[src/rtl/op_seq_pkg.sv]
// Shared definitions for the layer-operation sequencer: default widths and
// the FSM state encoding.
package op_seq_pkg;

  localparam int ADDR_W_DEF = 16;
  localparam int DATA_W_DEF = 16;

  typedef enum logic [2:0] {
    ST_IDLE  = 3'd0,
    ST_ISSUE = 3'd1,
    ST_WAIT  = 3'd2,
    ST_WRITE = 3'd3,
    ST_DONE  = 3'd4
  } state_e;

endpackage

[src/rtl/op_sequencer_if.sv]
// Bundle of control-register, operand-fetch, result-return and cache-write
// signals between the sequencer (master) and its environment (slave).
interface op_sequencer_if
  import op_seq_pkg::*;
#(
  parameter int ADDR_W = ADDR_W_DEF,
  parameter int DATA_W = DATA_W_DEF
) ();

  // Handshake: a fetch transfers on a clock edge where srcValid and srcReady
  // are both high; srcAddr holds until then. resValid is a one-shot strobe
  // with no back-pressure, honoured only while the sequencer waits for it.
  logic              beginOp;
  logic              readyForNextOp;
  logic [ADDR_W-1:0] offset;
  logic [ADDR_W-1:0] dest;
  logic [ADDR_W-1:0] numOps;
  logic              writeReverse;
  logic [ADDR_W-1:0] srcAddr;
  logic              srcValid;
  logic              srcReady;
  logic [DATA_W-1:0] resData;
  logic              resValid;
  logic [ADDR_W-1:0] wrAddr;
  logic [DATA_W-1:0] wrData;
  logic              wrEn;
  logic [ADDR_W-1:0] opCount;
  logic              done;

  modport master (
    input  beginOp, offset, dest, numOps, writeReverse, srcReady, resData, resValid,
    output readyForNextOp, srcAddr, srcValid, wrAddr, wrData, wrEn, opCount, done
  );

  modport slave (
    output beginOp, offset, dest, numOps, writeReverse, srcReady, resData, resValid,
    input  readyForNextOp, srcAddr, srcValid, wrAddr, wrData, wrEn, opCount, done
  );

endinterface

[src/rtl/op_addr_gen.sv]
// Source and destination address generation; all arithmetic wraps silently
// modulo 2^ADDR_W.
module op_addr_gen
  import op_seq_pkg::*;
#(
  parameter int ADDR_W = ADDR_W_DEF
) (
  input  logic [ADDR_W-1:0] i_offset,
  input  logic [ADDR_W-1:0] i_dest,
  input  logic [ADDR_W-1:0] i_idx,
  input  logic              i_reverse,
  output logic [ADDR_W-1:0] o_src_addr,
  output logic [ADDR_W-1:0] o_wr_addr
);

  assign o_src_addr = i_offset + i_idx;
  assign o_wr_addr  = i_reverse ? (i_dest - i_idx) : (i_dest + i_idx);

endmodule

[src/rtl/op_sequencer.sv]
// Sequences numOps fetch/compute/write operations: issue an operand address,
// wait for the datapath result, write it to the cache, repeat.
module op_sequencer
  import op_seq_pkg::*;
#(
  parameter int ADDR_W = ADDR_W_DEF,
  parameter int DATA_W = DATA_W_DEF
) (
  input  logic           clk,
  input  logic           rst_n,
  op_sequencer_if.master bus,
  output state_e         o_dbg_state
);

  state_e            r_state;
  state_e            w_next;
  logic [ADDR_W-1:0] r_offset;
  logic [ADDR_W-1:0] r_dest;
  logic [ADDR_W-1:0] r_num;
  logic              r_rev;
  logic [ADDR_W-1:0] r_idx;
  logic [ADDR_W-1:0] r_op_count;
  logic [DATA_W-1:0] r_res;
  logic [ADDR_W-1:0] w_idx_inc;
  logic [ADDR_W-1:0] w_src_addr;
  logic [ADDR_W-1:0] w_wr_addr;

  assign w_idx_inc = r_idx + 1'b1;

  always_ff @(posedge clk) begin
    if (!rst_n) r_state <= ST_IDLE;
    else        r_state <= w_next;
  end

  always_comb begin
    w_next = r_state;
    case (r_state)
      ST_IDLE:  if (bus.beginOp) w_next = (bus.numOps == '0) ? ST_DONE : ST_ISSUE;
      ST_ISSUE: if (bus.srcReady) w_next = ST_WAIT;
      ST_WAIT:  if (bus.resValid) w_next = ST_WRITE;
      ST_WRITE: w_next = (w_idx_inc == r_num) ? ST_DONE : ST_ISSUE;
      ST_DONE:  w_next = ST_IDLE;
      default:  w_next = ST_IDLE;
    endcase
  end

  // Operation parameters are captured once so later register writes cannot
  // disturb an operation in flight.
  always_ff @(posedge clk) begin
    if (!rst_n) begin
      r_offset   <= '0;
      r_dest     <= '0;
      r_num      <= '0;
      r_rev      <= 1'b0;
      r_idx      <= '0;
      r_op_count <= '0;
      r_res      <= '0;
    end else begin
      if (r_state == ST_IDLE && bus.beginOp) begin
        r_offset   <= bus.offset;
        r_dest     <= bus.dest;
        r_num      <= bus.numOps;
        r_rev      <= bus.writeReverse;
        r_idx      <= '0;
        r_op_count <= '0;
      end
      if (r_state == ST_WAIT && bus.resValid) r_res <= bus.resData;
      if (r_state == ST_WRITE) begin
        r_idx      <= w_idx_inc;
        r_op_count <= r_op_count + 1'b1;
      end
    end
  end

  op_addr_gen #(.ADDR_W(ADDR_W)) u_addr_gen (
    .i_offset   (r_offset),
    .i_dest     (r_dest),
    .i_idx      (r_idx),
    .i_reverse  (r_rev),
    .o_src_addr (w_src_addr),
    .o_wr_addr  (w_wr_addr)
  );

  // Strobes decode only the state register, so no input reaches wrEn or done.
  assign bus.readyForNextOp = (r_state == ST_IDLE);
  assign bus.srcValid       = (r_state == ST_ISSUE);
  assign bus.wrEn           = (r_state == ST_WRITE);
  assign bus.done           = (r_state == ST_DONE);
  assign bus.srcAddr        = w_src_addr;
  assign bus.wrAddr         = w_wr_addr;
  assign bus.wrData         = r_res;
  assign bus.opCount        = r_op_count;
  assign o_dbg_state        = r_state;

endmodule

[src/flat_wrapper.sv]
// flat-port wrapper written by rule: the top's interface ports become plain ports
module op_sequencer_flat import op_seq_pkg::*;
#(
  parameter int ADDR_W = ADDR_W_DEF,
  parameter int DATA_W = DATA_W_DEF
)
  (clk, rst_n, o_dbg_state, bus_beginOp, bus_offset, bus_dest, bus_numOps, bus_writeReverse, bus_srcReady, bus_resData, bus_resValid, bus_readyForNextOp, bus_srcAddr, bus_srcValid, bus_wrAddr, bus_wrData, bus_wrEn, bus_opCount, bus_done);
  op_sequencer_if #(.ADDR_W(ADDR_W), .DATA_W(DATA_W)) bus_i ();
  input  logic clk;
  input  logic rst_n;
  output state_e o_dbg_state;
  input wire logic [$bits(bus_i.beginOp)-1:0] bus_beginOp;
  input wire logic [$bits(bus_i.offset)-1:0] bus_offset;
  input wire logic [$bits(bus_i.dest)-1:0] bus_dest;
  input wire logic [$bits(bus_i.numOps)-1:0] bus_numOps;
  input wire logic [$bits(bus_i.writeReverse)-1:0] bus_writeReverse;
  input wire logic [$bits(bus_i.srcReady)-1:0] bus_srcReady;
  input wire logic [$bits(bus_i.resData)-1:0] bus_resData;
  input wire logic [$bits(bus_i.resValid)-1:0] bus_resValid;
  output wire logic [$bits(bus_i.readyForNextOp)-1:0] bus_readyForNextOp;
  output wire logic [$bits(bus_i.srcAddr)-1:0] bus_srcAddr;
  output wire logic [$bits(bus_i.srcValid)-1:0] bus_srcValid;
  output wire logic [$bits(bus_i.wrAddr)-1:0] bus_wrAddr;
  output wire logic [$bits(bus_i.wrData)-1:0] bus_wrData;
  output wire logic [$bits(bus_i.wrEn)-1:0] bus_wrEn;
  output wire logic [$bits(bus_i.opCount)-1:0] bus_opCount;
  output wire logic [$bits(bus_i.done)-1:0] bus_done;
  assign bus_i.beginOp = bus_beginOp;
  assign bus_i.offset = bus_offset;
  assign bus_i.dest = bus_dest;
  assign bus_i.numOps = bus_numOps;
  assign bus_i.writeReverse = bus_writeReverse;
  assign bus_i.srcReady = bus_srcReady;
  assign bus_i.resData = bus_resData;
  assign bus_i.resValid = bus_resValid;
  assign bus_readyForNextOp = bus_i.readyForNextOp;
  assign bus_srcAddr = bus_i.srcAddr;
  assign bus_srcValid = bus_i.srcValid;
  assign bus_wrAddr = bus_i.wrAddr;
  assign bus_wrData = bus_i.wrData;
  assign bus_wrEn = bus_i.wrEn;
  assign bus_opCount = bus_i.opCount;
  assign bus_done = bus_i.done;
  op_sequencer #(.ADDR_W(ADDR_W), .DATA_W(DATA_W)) u_core (.clk(clk), .rst_n(rst_n), .bus(bus_i), .o_dbg_state(o_dbg_state));
endmodule
[config.mk]
export PLATFORM = sky130hd
export DESIGN_NAME = op_sequencer_flat
export DESIGN_NICKNAME = d
export VERILOG_FILES = /design/src/rtl/op_seq_pkg.sv /design/src/rtl/op_sequencer_if.sv /design/src/rtl/op_addr_gen.sv /design/src/rtl/op_sequencer.sv /design/src/flat_wrapper.sv
export SDC_FILE = /design/constraint.sdc
export NUM_CORES = 1
export LEC_CHECK = 0
export ABC_AREA = 1
export BUFFER_PORTS_ARGS = -buffer_cell sky130_fd_sc_hd__buf_2
export CAP_MARGIN = 20
export CORE_MARGIN = 10
export CORE_UTILIZATION = 55
export DETAILED_ROUTE_END_ITERATION = 8
export PLACE_DENSITY = 0.89
export SLEW_MARGIN = 40
export SYNTH_ARGS = -nofsm -noshare
export SYNTH_HDL_FRONTEND = slang
export SYNTH_SLANG_ARGS = --single-unit
[constraint.sdc]
create_clock -name clk -period 8 [get_ports clk]
set_input_delay 1.2 -clock clk [delete_from_list [all_inputs] [get_ports clk]]
set_output_delay 1.2 -clock clk [all_outputs]
set_load 0.005 [all_outputs]
==> flow_results.org <==
** Logic synthesis
- Counting flops with a built-in enable in the synthesized netlist gives 0.
- Top cells by area, synth :: sky130_fd_sc_hd__dfxtp_1 (33%), sky130_fd_sc_hd__nand2_1 (11%), sky130_fd_sc_hd__a21oi_1 (7.4%)
- Synthesis produced a netlist whose cell count is 901.
- In this run the cell area of the synthesized design comes to 6090 um2.
- The synthesized design contains 100 register bits.
- Fraction of the yosys area taken by sequential cells :: 0.329
- The synthesized design spends more area on one cell type than any other, namely sky130_fd_sc_hd__dfxtp_1.
- Predominant post-synthesis flop cell :: sky130_fd_sc_hd__dfxtp_1
- The number of nets handed over by synthesis was slightly above 1,000.
- Yosys printed 0 warnings.
- The share of synthesized area in the top cell type comes to 0.329.
- The average instance in the mapped netlist occupies ~6.8 um2.
- For this run, asynchronously set or reset flops after synthesis account for 0.
- Post-synth cell types :: 39

** Final layout
- Leading cell type in the layout, fill and taps excluded :: sky130_fd_sc_hd__nand2_1
- Fraction of layout cells with a size suffix above 1 :: 0.167
- Final cell count without fillers :: 1,166
- For this run, the share of the core covered by cells in the final layout is 0.649.
- The area growth from synthesis to layout is 15.5%.
- The final layout contains 1,127 nets.
- Finished Cell Area :: roughly 7000 um2
- Leading cell types in the layout, fill and taps excluded :: sky130_fd_sc_hd__nand2_1 (175), sky130_fd_sc_hd__buf_2 (139), sky130_fd_sc_hd__nor2_1 (106)
- The number of antenna diodes in the final layout is 0.

** Placed design
- Weighted congestion at the end of routability-driven global placement :: ~0.9
- Estimated wirelength of the detail-placed design :: 12,900 um
- Port buffer count :: 140
- Once placement finished, the instance area stood at approximately 6900 um2.
- Including well taps, the total number of placed cells is around 1,200.
- Pre-CTS WS :: 3630 ps

** Floorplan
- During I/O placement, the number of pins put on the boundary was 141.
- The initial utilization of the core area, before any placement, comes to 0.562.
- The floorplan step set the die width to 125 um.
- The die covers 15,700 um2.
- Area of the placeable core :: about 11,000 um2
- In this run the vertical extent of the chip is between 100 and 150 um.
- Number of core rows :: 38

** Detailed routing
- Number of vias per cell after detailed routing :: 5.37
- Across all layers, the routed design uses roughly 6,300 vias.
- Pre-antenna DRT Iters :: 6
- After detailed routing, the average wire length per cell comes to about 14 um.
- The detail route stage leaves a number of antenna-violating nets equal to 0.
- Summed over all layers, the routed wires come to 16,800 um.
- After detailed routing, the number of remaining DRC violations is 0.
- The detailed router finished its first iteration with 334 violations.

** Setup path
- CP Data Required Time :: 6800 ps
- Largest fanout on the critical path :: 9
- Startpoint class of the critical path :: flop
- Worst reg2reg path startpoint :: u_core.o_dbg_state[2]
- The most critical setup path has its startpoint at u_core.r_idx[0].
- Worst Path Arrival :: 3610 ps
- Critical Path End Type :: primary output
- By startpoint and endpoint, the worst setup path is classified as flop to primary output.

** STA
- The final number of max-transition violations is 0.
- Setup repair after global routing left no endpoint under its margin.
- At the pin with the least slew margin, the transition time is about 680 ps.
- Static timing analysis puts the maximum clock frequency at 208 MHz.
- Final count of negative-setup-slack endpoints :: 0
- Setup slack of the critical path after layout :: about 3200 ps
- Final hold violation count :: 0
- Fin Setup TNS :: 0 ps
- Final critical delay including setup and external delays :: 4810 ps
- For the final database, setup skew stands at 12.2 ps.
- Portion of the clock cycle consumed by the worst path in the final layout :: 0.601
- Max-Slew Margin vs Limit :: 0.549

** Global routing
- Number of global-route vias before repair :: 6,017
- Largest net degree at the start of global routing :: 75
- Antenna violations before repair :: 0
- Wire length of the first global-routing pass :: around 28,000 um
- Across every metal layer, demand over resource in global routing totals 0.207.
- The total overflow left after global routing is 0.

** Clock network
- Clock tree synthesis selected as its root buffer the cell sky130_fd_sc_hd__clkbuf_8.
- Once the clock tree was built, the resizer swapped 0 gates to a different size.
- Buffers from clock root to sink, at most :: 2
- TritonCTS built the clock tree.
- TritonCTS created 9 clock buffers.
- Hold repair after CTS inserted 0 buffers.
- CTS sink cnt :: 100
- Clock latency on the worst-skew pair, taken at its later pin, is 390 ps.
- Clock-pin slew was measured on the worst setup and hold paths at around 100 ps.
- In this run the number of H-tree levels came out at 3.
- In this run the post-CTS setup repair buffer count came out at 0.

** Min path
- The startpoint identified for the worst hold timing path is u_core.bus.wrData[7].
- Hold/Removal Path Class :: flop to flop

** Outcome
- Outcome :: completed

** Job
- Count of max-cap constraint violations :: 0

** Power
- The analysis attributes to cell leakage a power of 0.00328 uW.
- Maximum ir drop on the vdd rail :: about 150 uV
- Ratio of total power to cell area :: 192 nW/um2
-- layout make-up --
type,count,area (um2)
fill,975,3810
multi-input combinational,665,3580
sequential,100,2000
timing repair buffer,144,733
inverter,102,383
tap,140,175
clock buffer,10,128
clock inverter,5,36.3
-- registers in the layout (all words and copies together) (netlist names) --
signal / cells
u_core.bus.opCount: 16
u_core.bus.wrData: 16
u_core.r_dest: 16
u_core.r_idx: 16
u_core.r_num: 16
u_core.r_offset: 16
u_core.o_dbg_state: 3
u_core.r_rev: 1
-- synth_stat cells, types with 4 or more instances --
| master | n |
|---|---|
| sky130_fd_sc_hd__clkbuf_1 | 24 |
| sky130_fd_sc_hd__xor2_1 | 36 |
| sky130_fd_sc_hd__o21ai_1 | 4 |
| sky130_fd_sc_hd__buf_2 | 5 |
| sky130_fd_sc_hd__a221oi_1 | 4 |
| sky130_fd_sc_hd__a21oi_1 | 90 |
| sky130_fd_sc_hd__nor2_1 | 107 |
| sky130_fd_sc_hd__dfxtp_1 | 100 |
| sky130_fd_sc_hd__buf_1 | 4 |
| sky130_fd_sc_hd__ha_1 | 33 |
| sky130_fd_sc_hd__inv_1 | 98 |
| sky130_fd_sc_hd__nand2_1 | 175 |
| sky130_fd_sc_hd__o21ai_0 | 74 |
| sky130_fd_sc_hd__a21boi_0 | 4 |
| sky130_fd_sc_hd__nor4_1 | 6 |
| sky130_fd_sc_hd__nand3_1 | 67 |
| sky130_fd_sc_hd__nor2_2 | 4 |
| sky130_fd_sc_hd__a211oi_1 | 6 |
| sky130_fd_sc_hd__xnor2_1 | 10 |
| sky130_fd_sc_hd__nand4_1 | 8 |
| sky130_fd_sc_hd__nor3_1 | 11 |
-- cells by family (layout without fill, tap and decap cells) --
family	Yosys count	count (layout)	share of synthesized area
buf+inv	136	261	0.0855
xor+xnor	47	47	0.0698
fa+ha+maj	35	35	0.0744
flops	100	100	0.329
compound gates	197	197	0.175
simple gates	386	386	0.267
-- worst paths after layout --
check,cells past startpoint,endpoint,slack [ps]
max reg2reg,9,u_core.bus.opCount[2],5650
min reg2reg,2,u_core.bus.wrData[7],470
max,18,bus_wrAddr[15],3190
min,2,u_core.bus.wrData[7],470
-- worst max-delay path: stages, from the launching register on --
cell,delay (ps)
sky130_fd_sc_hd__dfxtp_1,420
sky130_fd_sc_hd__inv_2,120
sky130_fd_sc_hd__ha_1,140
sky130_fd_sc_hd__inv_1,50
sky130_fd_sc_hd__nor2_1,120
sky130_fd_sc_hd__inv_1,70
sky130_fd_sc_hd__nor3_1,230
sky130_fd_sc_hd__nand3_1,140
sky130_fd_sc_hd__nor3_1,230
sky130_fd_sc_hd__nor2_1,100
sky130_fd_sc_hd__a21oi_1,160
sky130_fd_sc_hd__xor2_1,90
sky130_fd_sc_hd__ha_1,340
sky130_fd_sc_hd__inv_1,70
sky130_fd_sc_hd__nor3_1,260
sky130_fd_sc_hd__nor3b_1,260
sky130_fd_sc_hd__a221oi_1,140
sky130_fd_sc_hd__xnor2_1,160
sky130_fd_sc_hd__buf_2,130
-- through the flow --
step	power [uW]	hold slack [ps]
floorplan	896	431
global route	1450	487
global placement	1060	445
finish	1350	465
detailed placement	1070	453
CTS	1360	467
-- layer usage --
layer	global-route usage	wire (um)
met1	0.238	7210
met2	0.342	7650
met3	0.0875	1530
met4	0.0678	444
met5	0	0
-- power by group --
part	internal, uW	switching (uW)
Combinational	196	285
Sequential	545	30.4
Clock	113	180
Note: power is estimated with default switching activity, not from simulation.
